==> src/rtl/bmc_soft_pipe.sv <==
// -----------------------------------------------------------------------------
// bmc_soft_pipe
//   Two-stage branch metric unit for the Viterbi decoder datapath. One received
//   codeword of N soft symbols is accepted per transfer. For each of the 2**N
//   expected codewords (hypotheses), the unit computes the summed soft distance.
//   It also reports the lowest-index hypothesis that holds the minimum metric.
//   Punctured symbols (erase[i]=1) contribute nothing to any metric.
//   With SOFT_W=1 and no erasures, the metrics equal Hamming distances.
//
// Ports
//   clk        rising-edge clock
//   rst_n      asynchronous active-low reset
//   in_valid   input codeword valid
//   in_ready   input can be accepted this cycle (independent of in_valid)
//   rx_sym     N soft symbols, symbol i at [i*SOFT_W +: SOFT_W]
//   erase      per-symbol puncture flags
//   in_last    end-of-frame marker, travels with its codeword
//   out_valid  metrics valid
//   out_ready  downstream accepts metrics
//   metrics    H metrics, hypothesis h at [h*MW +: MW]
//   min_idx    lowest-index hypothesis with the minimum metric
//   out_last   in_last of the codeword now on the output
// -----------------------------------------------------------------------------
module bmc_soft_pipe #(
   parameter  int N      = 2,
   parameter  int SOFT_W = 3,
   localparam int MW     = $clog2(N*(2**SOFT_W-1)+1),
   localparam int H      = 2**N
) (
   input  logic                  clk,
   input  logic                  rst_n,
   input  logic                  in_valid,
   output logic                  in_ready,
   input  logic [N*SOFT_W-1:0]   rx_sym,
   input  logic [N-1:0]          erase,
   input  logic                  in_last,
   output logic                  out_valid,
   input  logic                  out_ready,
   output logic [H*MW-1:0]       metrics,
   output logic [N-1:0]          min_idx,
   output logic                  out_last
);

   localparam logic [SOFT_W-1:0] SYM_MAX = '1;

   logic                          s1_v_q, s2_v_q;
   logic                          s1_adv, s2_adv;
   logic [N-1:0][SOFT_W-1:0]      d0_d, d1_d, d0_q, d1_q;
   logic                          s1_last_q;
   logic [H-1:0][MW-1:0]          sum_d, metrics_q;
   logic [MW-1:0]                 best_d;
   logic [N-1:0]                  min_idx_d, min_idx_q;
   logic                          out_last_q;

   // A stage may load when it is empty or when its contents move on this
   // cycle, so bubbles collapse and a full pipe shifts without loss.
   assign s2_adv   = !s2_v_q || out_ready;
   assign s1_adv   = !s1_v_q || s2_adv;
   assign in_ready = s1_adv;

   // Per-symbol distances to an expected '0' and an expected '1'.
   always_comb begin
      d0_d = '0;
      d1_d = '0;
      for (int i = 0; i < N; i++) begin
         if (!erase[i]) begin
            d0_d[i] = rx_sym[i*SOFT_W +: SOFT_W];
            d1_d[i] = SYM_MAX - rx_sym[i*SOFT_W +: SOFT_W];
         end
      end
   end

   // ---- stage 1: distances and frame marker ----
   always_ff @(posedge clk or negedge rst_n) begin
      if (!rst_n) begin
         s1_v_q    <= 1'b0;
         d0_q      <= '0;
         d1_q      <= '0;
         s1_last_q <= 1'b0;
      end else if (s1_adv) begin
         s1_v_q <= in_valid;
         if (in_valid) begin
            d0_q      <= d0_d;
            d1_q      <= d1_d;
            s1_last_q <= in_last;
         end
      end
   end

   // Hypothesis sums; bit i of h selects the expected value of symbol i.
   always_comb begin
      sum_d = '0;
      for (int h = 0; h < H; h++) begin
         for (int i = 0; i < N; i++) begin
            if (((h >> i) & 1) != 0)
               sum_d[h] = sum_d[h] + MW'(d1_q[i]);
            else
               sum_d[h] = sum_d[h] + MW'(d0_q[i]);
         end
      end
   end

   // Strict less-than scan upward, so ties resolve to the lowest index.
   always_comb begin
      best_d    = sum_d[0];
      min_idx_d = '0;
      for (int h = 1; h < H; h++) begin
         if (sum_d[h] < best_d) begin
            best_d    = sum_d[h];
            min_idx_d = N'(h);
         end
      end
   end

   // ---- stage 2: metrics, minimum index and frame marker ----
   always_ff @(posedge clk or negedge rst_n) begin
      if (!rst_n) begin
         s2_v_q     <= 1'b0;
         metrics_q  <= '0;
         min_idx_q  <= '0;
         out_last_q <= 1'b0;
      end else if (s2_adv) begin
         s2_v_q <= s1_v_q;
         if (s1_v_q) begin
            metrics_q  <= sum_d;
            min_idx_q  <= min_idx_d;
            out_last_q <= s1_last_q;
         end
      end
   end

   assign out_valid = s2_v_q;
   assign metrics   = metrics_q;
   assign min_idx   = min_idx_q;
   assign out_last  = out_last_q;

endmodule
==> config.mk <==
export PLATFORM = sky130hd
export DESIGN_NAME = bmc_soft_pipe
export DESIGN_NICKNAME = d
export VERILOG_FILES = /design/src/rtl/bmc_soft_pipe.sv
export SDC_FILE = /design/constraint.sdc
export NUM_CORES = 1
export LEC_CHECK = 0
export CAP_MARGIN = 25
export CELL_PAD_IN_SITES_DETAIL_PLACEMENT = 0
export CELL_PAD_IN_SITES_GLOBAL_PLACEMENT = 1
export CORE_MARGIN = 2
export CORE_UTILIZATION = 37
export DETAILED_ROUTE_END_ITERATION = 6
export PLACE_DENSITY_LB_ADDON = 0.1
export SETUP_SLACK_MARGIN = 0.05
export SLEW_MARGIN = 0
export SYNTH_ARGS = -nofsm -noshare
export SYNTH_HDL_FRONTEND = slang
export SYNTH_SLANG_ARGS = --single-unit
==> constraint.sdc <==
create_clock -name clk -period 4 [get_ports clk]
set_input_delay 0.8 -clock clk [delete_from_list [all_inputs] [get_ports clk]]
set_output_delay 0.8 -clock clk [all_outputs]
set_load 0.005 [all_outputs]
; After elaboration in Yosys (flattened, before gate mapping)
; Cells that the tools add are included.
[word_totals]
out_inout_bits = 21
reg_bits = 34
[classes]
muxes = 9
n_reduce_logical = 6
order_cmp = 3
add_sub_neg = 6
[op_table]
columns = op, n
row1 = $add 3x3->4, 4
row2 = $lt 4x4->1, 3
row3 = $mux 3, 4
row4 = $mux 4, 2
row5 = $sub 3x3->3 const A, 2
row6 = $mux 2, 2
row7 = $reduce_and 2->1, 2
row8 = $logic_not 1->1, 2
row9 = $logic_or 1x1->1, 2
row10 = $mux 1, 1

; Depth between registers and ports, before layout
; Gate-level depths: netlist of the first run.
[depth]
word_depth = 7
depth_mapped = 22
mapped_depth_nobuf = 22

; Worst setup path before layout of the first run
; Ideal clock, no wire load.
[synth_path]
path_type = register -> register
start = reg d0_q[1] (netlist name)
end = reg min_idx_q[0], in the netlist min_idx[0]
t_arrival_ps = 4209
stages_incl_launch_ff = 21
setup_time_ps = 126
synth_period_minus_slack_ps = 4335
setup_slack_ps = -335
n_path_buf = 0
path_cell_list = dfrtp_1 > ha_1 > a21o_1 > a21oi_1 > inv_1 > ha_1 > nand2b_4 > o311ai_4 > nor2_1 > a21oi_1 > inv_1 > ha_1 > a211o_2 > o22ai_4 > mux2_2 > ha_1 > o21a_1 > o21a_1 > o221ai_1 > o21a_1 > a221o_1
[synth_lines]
columns = item, line
row1 = start: declaration, 48  ; logic [N-1:0][SOFT_W-1:0] d0_d, d1_d, d0_q, d1_q;
row2 = start signal: assignment, 77  ; d0_q <= '0;
row3 = start signal: assignment, 83  ; d0_q <= d0_d;
row4 = end signal: assignment, 126  ; min_idx_q <= min_idx_d;
row5 = end: declaration, 52  ; logic [N-1:0] min_idx_d, min_idx_q;

==> results of run 1 <==
## worst max-delay path by stage
stage	endpoint	from	slack [ns]
after floorplan	min_idx[0]$_DFFE_PN0P_	d0_q[4]$_DFFE_PN0P_	-0.11
after global placement	min_idx[0]$_DFFE_PN0P_	d0_q[3]$_DFFE_PN0P_	-0.27
after detailed placement	min_idx[0]$_DFFE_PN0P_	d0_q[3]$_DFFE_PN0P_	-0.36
after CTS	min_idx[0]$_DFFE_PN0P_	d0_q[3]$_DFFE_PN0P_	-0.24
after global routing	min_idx[0]$_DFFE_PN0P_	d0_q[3]$_DFFE_PN0P_	-0.47
final	min_idx[0]$_DFFE_PN0P_	d0_q[3]$_DFFE_PN0P_	-0.30
## through the flow
step                utilization [%]  std cells
finish                        55.94        371
global route                  55.94        371
CTS                           54.86        368
detailed placement            51.24        350
global placement              51.24        350
floorplan                         -        220
## cell usage in the layout, fill, tap and decap left out, drive strengths merged, types with 2 or more instances in the layout
cell / count
a21o: 7
a21oi: 7
buf: 44
clkbuf: 7
clkdlybuf4s50: 33
dfrtp: 34
fa: 4
ha: 23
inv: 14
mux2: 2
nand2: 51
nand2b: 12
nor2: 9
o2111ai: 2
o211ai: 2
o21a: 3
o21ai: 14
o31ai: 6
or2b: 2
xor2: 3
## final cells by class
class | instances | share of cell area, %
multi-input combinational | 166 | 43.52
clock inverter | 1 | 0.1615
clock buffer | 7 | 2.786
timing repair buffer | 77 | 21.44
tap | 72 | 2.907
inverter | 14 | 1.696
sequential | 34 | 27.49
## synthesized netlist by cell type, types with 2 or more instances
cell	n	share of area (%)
a21o_1	7	2.5
a21oi_1	7	1.6
clkbuf_1	6	1.1
dfrtp_1	34	40
fa_1	4	3.8
ha_1	23	14
inv_1	14	2.5
mux2_2	2	1.1
nand2_1	51	9.0
nand2b_1	11	3.2
nor2_1	9	1.6
o2111ai_1	2	0.82
o211ai_1	2	0.70
o21a_1	3	1.1
o21ai_0	14	3.3
o31ai_1	6	2.1
or2b_2	2	0.82
xor2_1	3	1.2
## critical path: stages, from the launching register on
cell,delay [ns]
dfrtp_1,0.39
ha_2,0.20
inv_2,0.04
fa_2,0.36
xor2_2,0.19
inv_2,0.08
ha_4,0.27
nand2b_4,0.06
o311ai_4,0.32
buf_4,0.18
a21oi_2,0.06
ha_1,0.23
a211o_4,0.33
o22ai_4,0.14
mux2_4,0.33
ha_4,0.26
o21a_1,0.10
o21a_1,0.16
o221ai_2,0.09
o21a_1,0.13
a221o_1,0.25
## power by group through the flow
stage | clock, mW | combinational [mW] | sequential [mW]
2_1_floorplan | 0 | 0.558 | 0.456
5_1_grt | 0.291 | 1.24 | 0.457
6_report | 0.263 | 1.14 | 0.447
4_1_cts | 0.276 | 1.06 | 0.449
3_3_place_gp | 0 | 0.946 | 0.454
3_5_place_dp | 0 | 0.953 | 0.456
## per-layer routing
| layer | track usage (%) | up-vias |
|---|---|---|
| met2 | 30.17 | 26 |
| met1 | 22.77 | 853 |
| met4 | 6.441 | 0 |
| li1 | - | 914 |
| met3 | 3.733 | 8 |
| met5 | 0 | - |
## sequential cells by signal (all words and copies together) (netlist names)
| signal | cells |
|---|---|
| d0_q | 6 |
| d1_q | 6 |
| metrics | 16 |
| min_idx | 2 |
| out_last | 1 |
| out_valid | 1 |
| s1_last_q | 1 |
| s1_v_q | 1 |
## cell families after synthesis
logic type,synth area share [%]
simple gates,17.22
compound gates,18.86
flops,39.95
fa+ha+maj,17.27
buf+inv,3.525
xor+xnor,1.645
mux,1.528
## repair_timing
action / 4_1_cts / 5_1_grt
endpoints found under the setup margin: 2 / 2
endpoints found under the hold margin: 0 / 0
pin swaps: 5 / 13
setup buffers: 10 / 3
gates resized for setup: 8 / 10
==> impl_metrics.toml, run 1 <==
[layout]
diodes = 0
syn_to_final_growth_pct = 45.53
multi_input_area_um2 = 1349
finalInstanceArea_um2 = 3099
ff_latch_area_um2 = 852.1
nFillCells = 538
drive_gt1_share_pct = 29.10
fin_nets = 338

[placement]
place.port_buffers = 33
dpl_cell_area_um2 = 2839
place_ws_ns = -0.3620
gp_congestion = 0.8636
dp_hpwl_um = 3819

[setup_path]
regToRegEndpoint = "min_idx[0]$_DFFE_PN0P_"
rr_worst_depth = 20
arrival_ns = 4.47
crit_required_ns = 4.17
critical_path_class = "reg -> reg"
crit_path_end_kind = "flip-flop"
r2r-start = "d0_q[3]$_DFFE_PN0P_"
path_max_fanout = 4
regToRegSetupSlack_ns = -0.30
worst_setup_path_start_kind = "flip-flop"

[timing]
setup_ws_ns = -0.3036
fin_worst_skew_ns = 0.006330
setup_viol = 2
hold_viol = 0
slew_headroom_pct = 51.37
tns_ns = -0.5485
fmax_mhz = 232.4
rsz0062_at_grt = "yes"
worst_pin_slew_ns = 0.7276
holdWs_ns = 0.4655
slew_viol_final = 0
min_period_ns = 4.304
fin_crit_sh_pct = 107.6

[clock_network]
numCtsBuffers = 5
cts.path.max_buffers = 2
clock_latency_ns = 0.29
cts-htree-levels = 2
cts_hold_buf = 0
cts.sinks = 34
clk_pin_slew_ns = 0.07
cts_tree = "yes"
cts_root_buf = "clkbuf_8"

[power_and_ir_drop]
power.density_nw_per_um2 = 596.5
p_comb_share_pct = 61.6
peakVddDrop_v = 0.0002543
power_mw = 1.849
p_seq_share_pct = 24.2
power.leakage_nw = 1.496
netSwitchingPower_mw = 0.6498
switching_share_pct = 35.15
clock_power_share_pct = 14.2
p_int_mw = 1.199

[yosys]
synthDistinctLibCells = 38
ys_warn_count = 0
synth_seq_cells = 34
synth_area_um2 = 2130
syn_nets = 260
synth-edff-count = 0
ys_seq_area_share_pct = 39.95
synthCells = 220
syn_avg_cell_area_um2 = 9.680
ys_async_sr_fraction_pct = 100.0
synthFlopType = "dfrtp_1"

[min_path]
min_to = "out_last$_DFFE_PN0P_"
hold_depth = 2
hp-class = "reg -> reg"
worstHoldStart = "s1_last_q$_DFFE_PN0P_"

[routing]
routed_wl_um = 5202
met2WireLength_um = 2576
drc = 0
wl_per_cell_um = 14.02
drt-met1-wl_um = 2402
drtIter0Drc = 70
top_layer = "met4"
num_vias = 1801
dr_wl_met3_um = 133
vias_per_cell = 4.854
ant_nets = 0
dr.pass1.iters = 4

[run]
cap_violations = 0

[global_routing]
grt.overflow.total = 0
grt_max_degree = 35
antenna_found_initial = 0
grt_pass1_vias = 1877
grt_pass1_wl_um = 8776
grt.total_usage_pct = 17.94

[die]
die_w_um = 79.87
die_h_um = 79.87
core_area_um2 = 5540
start_util_pct = 38.44
placementRows = 27
die_area_um2 = 6378
io_pins = 34

[outcome]
violations = "negative setup slack"
run_status = "complete, but fails checks"
No activity file was read; power rests on OpenSTA's default activity.
==> run 2: changes to the inputs <==
- CORE_UTILIZATION: 37 -> 38
- CTS_BUF_LIST: unset -> sky130_fd_sc_hd__clkbuf_8
- MAX_ROUTING_LAYER: unset -> met4
==> run 2 against run 1 <==
The flow still finishes with violations (negative setup slack). Utilization rose by 0.28 points. Fmax rose by 2.9%. Register-to-register slack improved by 0.12 ns. Total power fell by 1.7%. Sequential power barely moved.
==> impl_metrics.toml, run 2 (synthesis results as in run 1) <==
[timing]
slew_headroom_pct = 52.08
setup_ws_ns = -0.1832
hold_viol = 0
fin_crit_sh_pct = 104.6
setup_viol = 2
worst_pin_slew_ns = 0.7170
slew_viol_final = 0
fin_worst_skew_ns = 0.003667
fmax_mhz = 239.1
min_period_ns = 4.183
rsz0062_at_grt = "yes"

[global_routing]
gr-usage-met2_pct = 31.20
gr-max-usage-layer = "met2"
grt.overflow.total = 0
grtUsageMet1_pct = 22.66
grt_pass1_wl_um = 8666
antenna_found_initial = 0
grt.total_usage_pct = 18.32
grt_util_met3_pct = 3.409
grt_pass1_vias = 1835
grt_max_degree = 35

[setup_path]
crit_required_ns = 4.17
regToRegSetupSlack_ns = -0.18
rr_worst_depth = 19
r2r-start = "d0_q[3]$_DFFE_PN0P_"
regToRegEndpoint = "min_idx[0]$_DFFE_PN0P_"
arrival_ns = 4.36
crit_path_end_kind = "flip-flop"
path_max_fanout = 3
worst_setup_path_start_kind = "flip-flop"
critical_path_class = "reg -> reg"

[clock_network]
clock_latency_ns = 0.28
numCtsBuffers = 5
cts-htree-levels = 2
cts_hold_buf = 0
cts.sinks = 34
cts_root_buf = "clkbuf_8"
cts_tree = "yes"
clk_pin_slew_ns = 0.07
cts.path.max_buffers = 2

[routing]
vias_per_cell = 4.848
num_vias = 1784
routed_wl_um = 4890
ant_nets = 0
wl_per_cell_um = 13.29
drtIter0Drc = 43
drc = 0
dr.pass1.iters = 4

[min_path]
hold_depth = 2
min_to = "out_last$_DFFE_PN0P_"
hp-class = "reg -> reg"
worstHoldStart = "s1_last_q$_DFFE_PN0P_"

[outcome]
run_status = "complete, but fails checks"
violations = "negative setup slack"

[run]
cap_violations = 0

[layout]
layout_common_cells = "nand2_1 (51), buf_4 (40), clkdlybuf4s50_1 (33)"
syn_to_final_growth_pct = 44.48
drive_gt1_share_pct = 28.04
final_common_cell = "nand2_1"
largest_reg_flops = 16
fin_nets = 335
fin_util_pct = 56.22
diodes = 0

[power_and_ir_drop]
peakVddDrop_v = 0.0002907
power_mw = 1.817
power.leakage_nw = 1.488
power.density_nw_per_um2 = 590.5

[placement]
dp_hpwl_um = 3816
place.port_buffers = 33
gp_congestion = 0.8589
place_ws_ns = -0.3403

[die]
io_pins = 34
die_h_um = 78.86
placementRows = 27
core_area_um2 = 5473
die_w_um = 78.86
start_util_pct = 38.91
die_area_um2 = 6219
## run 2: cell types whose count changed in the layout (fill, tap and decap cells not counted)
| cell | delta |
|---|---|
| dfrtp_1 | -1 |
| inv_2 | -1 |
| o221ai_2 | -1 |
| buf_4 | -3 |
| clkbuf_1 | -1 |
| fa_1 | -1 |
| nor2_2 | -2 |
| nor2_4 | +1 |
| o221ai_1 | +1 |
| dfrtp_2 | +1 |
| nor2_1 | +1 |
| inv_1 | +2 |
| fa_2 | +1 |
## run 2: area by class of cell
cell class | count | area, µm²
Clock buffer | 6 | 82.58
Clock inverter | 2 | 8.758
Fill cell | 531 | 2396
Inverter | 14 | 52.55
Multi-Input combinational cell | 166 | 1348
Sequential cell | 34 | 853.3
Tap cell | 72 | 90.09
Timing Repair Buffer | 74 | 641.9
## run 2: how the worst max path moves through the flow
| stage | from | to | slack [ns] | cells after the start |
|---|---|---|---|---|
| after floorplan | d0_q[4]$_DFFE_PN0P_ | min_idx[0]$_DFFE_PN0P_ | -0.11 | 20 |
| after global placement | d0_q[3]$_DFFE_PN0P_ | min_idx[0]$_DFFE_PN0P_ | -0.27 | 21 |
| after detailed placement | d0_q[3]$_DFFE_PN0P_ | min_idx[0]$_DFFE_PN0P_ | -0.34 | 21 |
| after CTS | d0_q[3]$_DFFE_PN0P_ | min_idx[0]$_DFFE_PN0P_ | -0.20 | 21 |
| after global routing | d0_q[3]$_DFFE_PN0P_ | min_idx[0]$_DFFE_PN0P_ | -0.36 | 21 |
| final | d0_q[3]$_DFFE_PN0P_ | min_idx[0]$_DFFE_PN0P_ | -0.18 | 19 |
## run 2: metrics by stage
stage                     TNS (ns)  instances  hold WS (ns)  instance area (µm²)
after CTS                  -0.2804        364        0.4722                 3012
after global routing       -0.6166        368        0.5157                 3077
after detailed placement   -0.6118        350        0.4551                 2839
after global placement     -0.4943        350        0.4558                 2839
final                      -0.2765        368        0.4641                 3077
after floorplan            -0.1341        220        0.4331                 2208
## run 2: where the power goes
part / internal [mW] / switching, mW / total (mW)
logic: 0.643 / 0.463 / 1.11
registers: 0.408 / 0.0405 / 0.449
clock network: 0.136 / 0.125 / 0.262
total: 1.19 / 0.629 / 1.82
## run 2: metal layers
| layer | routed length (µm) | vias up |
|---|---|---|
| li1 | - | 913 |
| met1 | 2314 | 845 |
| met2 | 2405 | 20 |
| met3 | 113 | 6 |
| met4 | 57 | 0 |
| met5 | 0 | - |
## run 2: worst max-delay path, cell delays in order (launching register included)
cell      delay [ns]
dfrtp_1         0.41
ha_2            0.21
fa_2            0.55
inv_2           0.06
ha_4            0.27
nor2_4          0.04
o311ai_4        0.31
nor2_2          0.08
a21oi_4         0.13
inv_2           0.06
ha_4            0.16
a211o_4         0.33
o22ai_4         0.12
mux2_4          0.33
ha_4            0.26
o21a_1          0.09
o21a_1          0.13
o221ai_1        0.13
o21a_1          0.15
a221o_1         0.25
## run 2: repair_timing
action                                  in CTS  in global routing
pin swaps                                    7                  5
setup buffers                                6                  4
resized for setup                            9                 10
endpoints found under the setup margin       2                  2
hold endpoints to repair                     0                  0
cloned                                       0                  0
==> run 3: changes to the inputs <==
- CORE_ASPECT_RATIO: unset -> 1.5
- HOLD_SLACK_MARGIN: unset -> 0.12
- SLEW_MARGIN: 0 -> 20
==> run 3 against run 2 <==
The flow still finishes with violations (negative setup slack). Cell area decreased by 3.5%. Combinational power down 10%. Total power is 6.8% lower. First-iteration DRC count grew 51%. Fmax down 1.0%. Clock-buffer cell count down 1. Cell count is 2.7% lower. Routed wire length up 3.3%. Flip-flop and latch count stayed put. Setup slack got worse by 0.043 ns.
==> impl_metrics.toml, run 3 (synthesis results as in run 1) <==
[clock_network]
cts_hold_buf = 0
cts.path.max_buffers = 2
numCtsBuffers = 5
cts_root_buf = "clkbuf_8"
cts-htree-levels = 2
clk_pin_slew_ns = 0.08
cts.sinks = 34
cts_tree = "yes"
clock_latency_ns = 0.29

[die]
die_area_um2 = 6231
io_pins = 34
core_area_um2 = 5450
die_h_um = 95.69
die_w_um = 65.13
placementRows = 33
start_util_pct = 39.07

[min_path]
hp-class = "in -> async"

[power_and_ir_drop]
p_comb_share_pct = 58.8
p_int_mw = 1.088
power_mw = 1.693
switching_share_pct = 35.74
power.leakage_nw = 1.443
power.density_nw_per_um2 = 570.3
p_seq_share_pct = 26.5
peakVddDrop_v = 0.0002964
clock_power_share_pct = 14.6
netSwitchingPower_mw = 0.6049

[timing]
fin_crit_sh_pct = 105.6
min_period_ns = 4.226
worst_pin_slew_ns = 0.7371
slew_viol_final = 0
hold_viol = 0
slew_headroom_pct = 50.74
tns_ns = -0.3711
fin_worst_skew_ns = 0.006743
fmax_mhz = 236.6
rsz0062_at_grt = "yes"
setup_viol = 2
setup_ws_ns = -0.2259

[global_routing]
grt_max_degree = 26
antenna_found_initial = 0
grt_pass1_vias = 1748
grt_pass1_wl_um = 8542
grt.overflow.total = 0
grt.total_usage_pct = 18.91

[routing]
drtIter0Drc = 65
dr.pass1.iters = 4
drc = 0
ant_nets = 0
num_vias = 1743
wl_per_cell_um = 14.11
vias_per_cell = 4.869
routed_wl_um = 5051

[layout]
fin_nets = 327
nFillCells = 535
fin_cells = 358
syn_to_final_growth_pct = 39.37
multi_input_area_um2 = 1318
fin_util_pct = 54.45
final_common_cell = "nand2_1"
ff_latch_area_um2 = 853.3
drive_gt1_share_pct = 24.31
largest_reg_flops = 16
layout_common_cells = "nand2_1 (51), buf_4 (33), dfrtp_1 (32), clkdlybuf4s50_1 (32), ha_1 (18)"
finalInstanceArea_um2 = 2968
diodes = 0

[setup_path]
cp_slowest_cell = "fa_2"
cpPeakStageDelay_ns = 0.53
path_cells = "ha_2 -> fa_2 -> inv_1 -> ha_4 -> nor3b_4 -> o311ai_4 -> buf_4 -> a21oi_4 -> inv_2 -> ha_4 -> a211o_4 -> o22ai_4 -> mux2_4 -> ha_1 -> o21a_1 -> o21a_1 -> o221ai_1 -> o21a_1 -> a221o_1"
worst_setup_path_start_kind = "flip-flop"
crit_path_start = "d0_q[3]$_DFFE_PN0P_"
crit_top_cell = "o21a_1"
crit_required_ns = 4.17
critical_path_class = "reg -> reg"
r2r-start = "d0_q[3]$_DFFE_PN0P_"
crit_path_end_kind = "flip-flop"
path_max_fanout = 3
arrival_ns = 4.39

[placement]
dpl_cell_area_um2 = 2844
place.port_buffers = 33
dp_cells = 349
gp_congestion = 0.7977
dp_hpwl_um = 4088

[run]
cap_violations = 0

[outcome]
violations = "negative setup slack"
run_status = "complete, but fails checks"
run 3: changes by cell type in the layout (fill, tap and decap cells not counted), moves of 2 or more:
cell	delta
ha_4	-2
ha_1	+2
buf_4	-7
inv_2	-2
inv_1	+3
run 3: what timing repair did:
action / CTS / global route
cloned: 0 / 0
pin swaps: 3 / 2
setup endpoints to repair: 2 / 2
buffers inserted: 0 / 1
gates resized for setup: 5 / 6
run 3: area by class of cell:
type	count	area share (%)
clock buffers	5	2.319
inverters	14	1.771
repair buffers	66	19.31
flip-flops and latches	34	28.75
clock inverters	3	0.5059
multi-input cells	166	44.39
well taps	70	2.951
run 3: path summary, 6_finish.rpt:
kind                                                 to  slack [ns]  depth (start not counted)
min in group clk                   out_last$_DFFE_PN0P_        0.47                          2
worst min-delay path                d0_q[1]$_DFFE_PN0P_        0.47                          1
worst max register to register   min_idx[0]$_DFFE_PN0P_       -0.23                         19
worst max-delay path             min_idx[0]$_DFFE_PN0P_       -0.23                         19
worst min register to register     out_last$_DFFE_PN0P_        0.47                          2
max in group asynchronous       metrics[10]$_DFFE_PN0P_        2.96                          2
run 3: power groups by stage:
stage / registers, mW / clock network, mW / logic, mW
detailed placement: 0.457 / 0 / 0.971
global placement: 0.456 / 0 / 0.965
global route: 0.458 / 0.269 / 1.11
finish: 0.449 / 0.248 / 0.996
CTS: 0.451 / 0.256 / 0.989
floorplan: 0.456 / 0 / 0.558
run 3: metrics by stage:
| stage | hold WS, ns | worst slack, ns |
|---|---|---|
| finish | 0.4675 | -0.2259 |
| global route | 0.4870 | -0.4160 |
| CTS | 0.4729 | -0.2286 |
| detailed placement | 0.4565 | -0.3051 |
| global placement | 0.4527 | -0.2474 |
| floorplan | 0.4331 | -0.1062 |
run 3: critical path: cells and delay by family (launching register included):
| kind | cells | cell delay [ns] |
|---|---|---|
| DFF | 1 | 0.41 |
| buffers and inverters | 3 | 0.31 |
| adders and majority gates | 5 | 1.36 |
| and+or+nand+nor | 1 | 0.23 |
| AOI/OAI and AO/OA | 9 | 1.48 |
| muxes | 1 | 0.32 |
run 3: layer usage:
layer	track usage [%]	routed length, µm	vias to the layer above	part of all wire, %
met5	-	0	-	0
met3	2.834	102	7	2.0
met2	34.02	2859	26	57
met4	6.597	97	0	1.9
met1	21.24	1991	819	39
li1	-	-	891	-
